### src/rtl/mss_ccc_ctrl_pkg.sv
`default_nettype none
// ============================================================================
//  Module      : mss_ccc_ctrl_pkg
//  Description : Shared types and constants for the MSS CCC reconfiguration
//                sequencer: FSM state encoding, default parameter values and
//                bit offsets of the fields inside the packed config word.
//  Revision    : 1.0 - initial release
// ============================================================================
package mss_ccc_ctrl_pkg;

    // Sequencer states
    typedef enum logic [2:0] {
        ST_IDLE      = 3'd0,
        ST_SHIFT     = 3'd1,
        ST_UPDATE    = 3'd2,
        ST_WAIT_LOCK = 3'd3,
        ST_ERROR     = 3'd4
    } state_t;

    // Default parameter values for the full-size CCC
    localparam int DEF_CFG_W        = 81;
    localparam int DEF_SCLK_DIV     = 4;
    localparam int DEF_LOCK_STABLE  = 256;
    localparam int DEF_LOCK_TIMEOUT = 65535;

    // Field layout of the 81-bit configuration word (LSB offsets and widths),
    // used by the register block that assembles CFG_DATA.
    localparam int FINDIV_OFS  = 0;   localparam int FINDIV_W  = 7;
    localparam int FBDIV_OFS   = 7;   localparam int FBDIV_W   = 7;
    localparam int OADIV_OFS   = 14;  localparam int OADIV_W   = 5;
    localparam int OBDIV_OFS   = 19;  localparam int OBDIV_W   = 5;
    localparam int OCDIV_OFS   = 24;  localparam int OCDIV_W   = 5;
    localparam int OAMUX_OFS   = 29;  localparam int OAMUX_W   = 3;
    localparam int OBMUX_OFS   = 32;  localparam int OBMUX_W   = 3;
    localparam int OCMUX_OFS   = 35;  localparam int OCMUX_W   = 3;
    localparam int BYPASS_OFS  = 38;  localparam int BYPASS_W  = 3;
    localparam int DLYA_OFS    = 41;  localparam int DLYA_W    = 5;
    localparam int DLYB_OFS    = 46;  localparam int DLYB_W    = 5;
    localparam int DLYC_OFS    = 51;  localparam int DLYC_W    = 5;
    localparam int FBDLY_OFS   = 56;  localparam int FBDLY_W   = 5;
    localparam int FBSEL_OFS   = 61;  localparam int FBSEL_W   = 2;
    localparam int XDLYSEL_OFS = 63;  localparam int XDLYSEL_W = 1;
    // Bits 64..80 are vendor-reserved and must be written as zero.
    localparam int RSVD_OFS    = 64;  localparam int RSVD_W    = 17;

endpackage : mss_ccc_ctrl_pkg
`default_nettype wire

### src/rtl/mss_ccc_lock_sync.sv
`default_nettype none
// ============================================================================
//  Module      : mss_ccc_lock_sync
//  Description : Two-flop synchronizer bringing the asynchronous PLL lock
//                indication into the FAB_CLK domain. Resets to "not locked".
//  Revision    : 1.0 - initial release
// ============================================================================
module mss_ccc_lock_sync
    import mss_ccc_ctrl_pkg::*;
(
    input  logic clk,
    input  logic rst,
    input  logic async_in,
    output logic sync_out
);

    logic meta;

    // Two-stage synchronizer; first stage may go metastable
    always_ff @(posedge clk or posedge rst) begin
        if (rst) begin
            meta     <= 1'b0;
            sync_out <= 1'b0;
        end else begin
            meta     <= async_in;
            sync_out <= meta;
        end
    end

endmodule : mss_ccc_lock_sync
`default_nettype wire

### src/rtl/mss_ccc_reconfig_ctrl.sv
`default_nettype none
// ============================================================================
//  Module      : mss_ccc_reconfig_ctrl
//  Description : Serially loads a new configuration word into the CCC dynamic
//                configuration chain, holds the fabric in reset while the PLL
//                relocks, qualifies lock with a stability window and timeout,
//                and re-enters the lock wait on run-time loss of lock.
//  Revision    : 1.0 - initial release
// ============================================================================
module mss_ccc_reconfig_ctrl
    import mss_ccc_ctrl_pkg::*;
#(
    parameter int CFG_W        = DEF_CFG_W,
    parameter int SCLK_DIV     = DEF_SCLK_DIV,
    parameter int LOCK_STABLE  = DEF_LOCK_STABLE,
    parameter int LOCK_TIMEOUT = DEF_LOCK_TIMEOUT
) (
    input  logic             FAB_CLK,
    input  logic             RESET,
    input  logic             CFG_REQ,
    input  logic [CFG_W-1:0] CFG_DATA,
    output logic             CFG_ACK,
    input  logic             PLL_LOCK,
    output logic             SDIN,
    output logic             SCLK,
    output logic             SSHIFT,
    output logic             SUPDATE,
    output logic             FAB_RST,
    output logic             BUSY,
    output logic             DONE,
    output logic             ERR,
    output logic             LOL
);

    localparam int PH_W  = $clog2(SCLK_DIV + 1);
    localparam int BIT_W = $clog2(CFG_W + 1);
    localparam int ST_W  = $clog2(LOCK_STABLE + 1);
    localparam int TMO_W = $clog2(LOCK_TIMEOUT + 1);

    localparam logic [PH_W-1:0]  PH_LAST   = PH_W'(SCLK_DIV - 1);
    localparam logic [PH_W-1:0]  PH_ONE    = PH_W'(1);
    localparam logic [BIT_W-1:0] BIT_LAST  = BIT_W'(CFG_W - 1);
    localparam logic [BIT_W-1:0] BIT_ONE   = BIT_W'(1);
    localparam logic [ST_W-1:0]  ST_LIMIT  = ST_W'(LOCK_STABLE);
    localparam logic [ST_W-1:0]  ST_ONE    = ST_W'(1);
    localparam logic [TMO_W-1:0] TMO_LIMIT = TMO_W'(LOCK_TIMEOUT);
    localparam logic [TMO_W-1:0] TMO_ONE   = TMO_W'(1);

    logic lock_s;

    state_t             state_q, state_d;
    logic [CFG_W-1:0]   shreg_q, shreg_d;
    logic [PH_W-1:0]    phase_q, phase_d;
    logic [BIT_W-1:0]   bit_q, bit_d;
    logic [ST_W-1:0]    stable_q, stable_d;
    logic [TMO_W-1:0]   tmo_q, tmo_d;
    logic               sclk_q, sclk_d;
    logic               sdin_q, sdin_d;
    logic               sshift_q, sshift_d;
    logic               supdate_q, supdate_d;
    logic               ack_q, ack_d;
    logic               done_q, done_d;
    logic               fab_rst_q, fab_rst_d;
    logic               busy_q, busy_d;
    logic               err_q, err_d;
    logic               lol_q, lol_d;
    logic               accept;

    mss_ccc_lock_sync u_lock_sync (
        .clk      (FAB_CLK),
        .rst      (RESET),
        .async_in (PLL_LOCK),
        .sync_out (lock_s)
    );

    // State, datapath and output registers; reset lands in the power-up lock wait
    always_ff @(posedge FAB_CLK or posedge RESET) begin
        if (RESET) begin
            state_q   <= ST_WAIT_LOCK;
            shreg_q   <= '0;
            phase_q   <= '0;
            bit_q     <= '0;
            stable_q  <= '0;
            tmo_q     <= '0;
            sclk_q    <= 1'b0;
            sdin_q    <= 1'b0;
            sshift_q  <= 1'b0;
            supdate_q <= 1'b0;
            ack_q     <= 1'b0;
            done_q    <= 1'b0;
            fab_rst_q <= 1'b1;
            busy_q    <= 1'b1;
            err_q     <= 1'b0;
            lol_q     <= 1'b0;
        end else begin
            state_q   <= state_d;
            shreg_q   <= shreg_d;
            phase_q   <= phase_d;
            bit_q     <= bit_d;
            stable_q  <= stable_d;
            tmo_q     <= tmo_d;
            sclk_q    <= sclk_d;
            sdin_q    <= sdin_d;
            sshift_q  <= sshift_d;
            supdate_q <= supdate_d;
            ack_q     <= ack_d;
            done_q    <= done_d;
            fab_rst_q <= fab_rst_d;
            busy_q    <= busy_d;
            err_q     <= err_d;
            lol_q     <= lol_d;
        end
    end

    // Next-state and next-output logic; every output is registered one level down
    always_comb begin
        state_d   = state_q;
        shreg_d   = shreg_q;
        phase_d   = phase_q;
        bit_d     = bit_q;
        stable_d  = stable_q;
        tmo_d     = tmo_q;
        sclk_d    = 1'b0;
        sshift_d  = 1'b0;
        supdate_d = 1'b0;
        ack_d     = 1'b0;
        done_d    = 1'b0;
        fab_rst_d = fab_rst_q;
        err_d     = err_q;
        lol_d     = lol_q;
        accept    = 1'b0;

        case (state_q)
            ST_IDLE, ST_ERROR: begin
                // A request takes priority over a simultaneous lock drop
                if (CFG_REQ) begin
                    accept = 1'b1;
                end else if ((state_q == ST_IDLE) && !lock_s) begin
                    fab_rst_d = 1'b1;
                    lol_d     = 1'b1;
                    stable_d  = '0;
                    tmo_d     = '0;
                    state_d   = ST_WAIT_LOCK;
                end
            end

            ST_SHIFT: begin
                sshift_d = 1'b1;
                sclk_d   = sclk_q;
                if (phase_q == PH_LAST) begin
                    phase_d = '0;
                    if (!sclk_q) begin
                        sclk_d = 1'b1;
                    end else if (bit_q == BIT_LAST) begin
                        sclk_d    = 1'b0;
                        sshift_d  = 1'b0;
                        supdate_d = 1'b1;
                        state_d   = ST_UPDATE;
                    end else begin
                        // End of a high phase: start next bit's low phase
                        sclk_d  = 1'b0;
                        bit_d   = bit_q + BIT_ONE;
                        shreg_d = {shreg_q[CFG_W-2:0], 1'b0};
                    end
                end else begin
                    phase_d = phase_q + PH_ONE;
                end
            end

            ST_UPDATE: begin
                supdate_d = 1'b1;
                if (phase_q == PH_LAST) begin
                    supdate_d = 1'b0;
                    phase_d   = '0;
                    stable_d  = '0;
                    tmo_d     = '0;
                    state_d   = ST_WAIT_LOCK;
                end else begin
                    phase_d = phase_q + PH_ONE;
                end
            end

            ST_WAIT_LOCK: begin
                if (lock_s) begin
                    stable_d = (stable_q == ST_LIMIT) ? stable_q : stable_q + ST_ONE;
                end else begin
                    stable_d = '0;
                end
                tmo_d = (tmo_q == TMO_LIMIT) ? tmo_q : tmo_q + TMO_ONE;
                // Success is checked first so it wins a same-cycle tie
                if (stable_d == ST_LIMIT) begin
                    fab_rst_d = 1'b0;
                    done_d    = 1'b1;
                    state_d   = ST_IDLE;
                end else if (tmo_d == TMO_LIMIT) begin
                    err_d   = 1'b1;
                    state_d = ST_ERROR;
                end
            end

            default: begin
                fab_rst_d = 1'b1;
                state_d   = ST_WAIT_LOCK;
            end
        endcase

        if (accept) begin
            shreg_d   = CFG_DATA;
            ack_d     = 1'b1;
            fab_rst_d = 1'b1;
            err_d     = 1'b0;
            lol_d     = 1'b0;
            sshift_d  = 1'b1;
            phase_d   = '0;
            bit_d     = '0;
            state_d   = ST_SHIFT;
        end

        // SDIN follows the shift register MSB, which only moves at a low-phase start
        sdin_d = (state_d == ST_SHIFT) ? shreg_d[CFG_W-1] : 1'b0;
        busy_d = (state_d != ST_IDLE) && (state_d != ST_ERROR);
    end

    assign CFG_ACK = ack_q;
    assign SDIN    = sdin_q;
    assign SCLK    = sclk_q;
    assign SSHIFT  = sshift_q;
    assign SUPDATE = supdate_q;
    assign FAB_RST = fab_rst_q;
    assign BUSY    = busy_q;
    assign DONE    = done_q;
    assign ERR     = err_q;
    assign LOL     = lol_q;

endmodule : mss_ccc_reconfig_ctrl
`default_nettype wire

### config.mk
export PLATFORM = sky130hd
export DESIGN_NAME = mss_ccc_reconfig_ctrl
export DESIGN_NICKNAME = d
export VERILOG_FILES = /design/src/rtl/mss_ccc_ctrl_pkg.sv /design/src/rtl/mss_ccc_lock_sync.sv /design/src/rtl/mss_ccc_reconfig_ctrl.sv
export SDC_FILE = /design/constraint.sdc
export NUM_CORES = 1
export LEC_CHECK = 0
export ABC_AREA = 0
export CAP_MARGIN = 20
export CORE_MARGIN = 2
export CORE_UTILIZATION = 51
export DETAILED_ROUTE_END_ITERATION = 7
export PLACE_DENSITY = 0.79
export SYNTH_ARGS = -nofsm -noshare
export SYNTH_HDL_FRONTEND = slang
export SYNTH_HIERARCHICAL = 1
export SYNTH_SLANG_ARGS = --single-unit
### constraint.sdc
create_clock -name FAB_CLK -period 5.28 [get_ports FAB_CLK]
set_input_delay 1.056 -clock FAB_CLK [delete_from_list [all_inputs] [get_ports FAB_CLK]]
set_output_delay 1.056 -clock FAB_CLK [all_outputs]
set_load 0.05 [all_outputs]
==> results.md <==
* Status: completed
* CTS Sinks at 131
* Clock share of power at 0.540
* Fill count at between 1000 and 1500
* GRT Resource Usage Total at 0.216
* Yosys warning count at 6
* Synthesis-stage register bit count at around 130
* Die Y at 117 um
* Io pins at 95
* Post-Synthesis Mean Instance Area at 9.45 um2
* Most used DFF post-synth: dfrtp_1
* Top-count cell post-synth: nand2_1
* Synthesized cell area at 6560 um2
* Static leakage at between 2 and 3 nW
* Hold Fails Final Rpt at 0
* Max clock buf depth at 2
* DP Worst Slack at between 2 and 2.5 ns
* Vias in the first global route at 5116
* Grt total ovfl at 0
* Final nets at 863
* Initial DRC count at 392
* Post-CTS setup buffer count at 0
* Crit Path Max Fanout at 87
* Crit. End Element: register
* Fin Hold WS at 0.354 ns
* Clock-pin slew on the worst setup and hold paths at about 0.060 ns
* Antenna Nets Post-Route at 0
* Period utilization at 0.535
* Final Slew Violations at 0
* Die width at 117 um
* Cell Rows at 41
* P_int at around 1.9 mW
* RSZ-0062 raised after global routing: false
* Mapped Nets at 785
* Register area share after synthesis at 0.501
* Initial Util at 0.522
* # port buffers at 94
* Relative slew slack at 0.478
* Max rail drop VDD at 292 uV
* Setup TNS at 0 ns
* TritonRoute pass-1 iters at 7
* Hold Crit Class: reg -> reg
* Fmax at 354 MHz
* Detailed-route via count at 5311
* GP Congestion at 0.951
* Critical Path AT at between 3 and 4 ns
* Total wire length at 14.3 mm
* Post-synth top cells: nand2_1, dfrtp_1, o21ai_0
* Yosys cell types at 58
* Clock insertion delay at the later pin of the skew report at 0.42 ns
* Top cells by area, synth: dfrtp_1, mux2i_1, o21ai_0
* DRC viols at 0
* Area Growth Syn to Fin at 26.0%
* Drt wl/cell at 15.0 um
* Vias per cell at 5.55
* Initial antenna violation count at 0
* H-tree depth at 4
* Sw frac at 0.207
* Post-synth ARST share at 1.00
* First-pass GRT wire length at 24.4 mm
* Total die area at roughly 14000 um2
* Synth area leader: dfrtp_1
* Clk_skew at 0.00976 ns
* Critical path required time at 5.56 ns
* Synthesized instance count at 694
* CP Class: in -> reg
* Setup violations, final at 0
* Final min period at 2.83 ns
* Number of placed instances, taps included at 925
* PD cells at 292 nW/um2
* Measured slew at the worst slew-check pin at 0.783 ns
* Share of cells above drive strength 1 at 0.0701
* Seq pwr share at 0.419
* Max-cap viol count at 0
* Inserted Clock Buffers at 17
* Clock root cell: clkbuf_16
* FF-to-FF setup slack at 2.53 ns
* CTS tree: done
* Final Util at 0.657
* DP HPWL at 9.71 mm
* Core ar. at 12600 um2
* EDFF count, synth at 0
* Post-CTS Hold Fix Bufs at 0
* Final Non-Filler Cells at 957
* Worst setup margin at 2.45 ns
* Gate power share at 0.041
* # diodes at 0
* CP Launch Type: input pin
* Post_cts resized at 0
* Largest net degree at the start of global routing at 89
* Share of the synthesized area in the top cell type at 0.485
* Sw Pwr at 499 uW
[flip-flops by register name, summed over array words and instances, names as in the netlist, 3 cells and up]
name and flops:
stable_q 9, tmo_q 16, shreg_q 81, bit_q 7
phase_q 3, state_q 3
[final timing paths]
check                                      startpoint                              to  cells past startpoint
max in group asynchronous                       RESET            state_q[0]$_DFF_PP1_                      3
setup reg to reg                 tmo_q[0]$_DFFE_PP0P_                  BUSY$_DFF_PP1_                      8
hold reg to reg            u_lock_sync/meta$_DFF_PP0_  u_lock_sync/sync_out$_DFF_PP0_                      0
min in group asynchronous                       RESET      u_lock_sync/meta$_DFF_PP0_                      2
setup / recovery                              CFG_REQ         shreg_q[30]$_DFFE_PP0P_                      5
hold / removal             u_lock_sync/meta$_DFF_PP0_  u_lock_sync/sync_out$_DFF_PP0_                      0
[metal layers]
layer  GRT usage  wire [um]  vias up
li1            -          -     2603
met1       0.285       6490     2551
met2       0.352       7020      143
met3      0.0593        704       14
met4      0.0617        132        0
met5           0          0        -
[metrics by stage]
stage          power [mW]  area (um2)
2_1_floorplan        1.05        6560
3_3_place_gp         1.13        7600
3_5_place_dp         1.13        7600
4_1_cts              2.43        8260
5_1_grt              2.48        8260
6_report             2.41        8260
[cells by family after synthesis]
logic type,synth area share
flip-flops,0.501
multiplexers,0.118
AND/OR/NAND/NOR,0.163
buffers and inverters,0.0366
XOR/XNOR,0.00935
adder cells (fa/ha/maj),0.0115
AO/OA/AOI/OAI,0.161
[worst max-delay path, stage by stage]
cell and delay (ns):
clkdlybuf4s50_1 0.55, nand2_1 0.25, inv_4 0.60, buf_4 0.44
o21ai_0 0.18
[power by group through the flow]
stage	combinational [mW]	clock, mW	sequential, mW
finish	0.0987	1.30	1.01
global route	0.108	1.36	1.01
CTS	0.101	1.32	1.01
detailed placement	0.0999	0	1.03
global placement	0.0983	0	1.03
floorplan	0.0252	0	1.03
[cells in the final DEF (no fill, tap or decap), drive strengths merged, types with 5 or more instances in the layout]
cell type and n:
a22oi 8, bufinv 5, o211ai 6, o21ai 109
nand2 137, o31ai 9, clkdlybuf4s50 94, nand3 13
buf 6, nor4 5, a31oi 5, nand4 9
mux2i 75, ha 6, xor2 6, a21oi 19
inv 20, dfrtp 127, nor2 36, clkbuf 18
and3 8
[layout make-up]
type | instances | area, um2 | share of cell area
inverters | 17 | 68.8 | 0.00833
repair buffers | 100 | 998 | 0.121
clock inverters | 14 | 225 | 0.0273
clock buffers | 18 | 429 | 0.0520
well taps | 172 | 215 | 0.0261
flip-flops and latches | 131 | 3280 | 0.398
multi-input cells | 505 | 3040 | 0.368
Power figures use the tool's default switching activity.
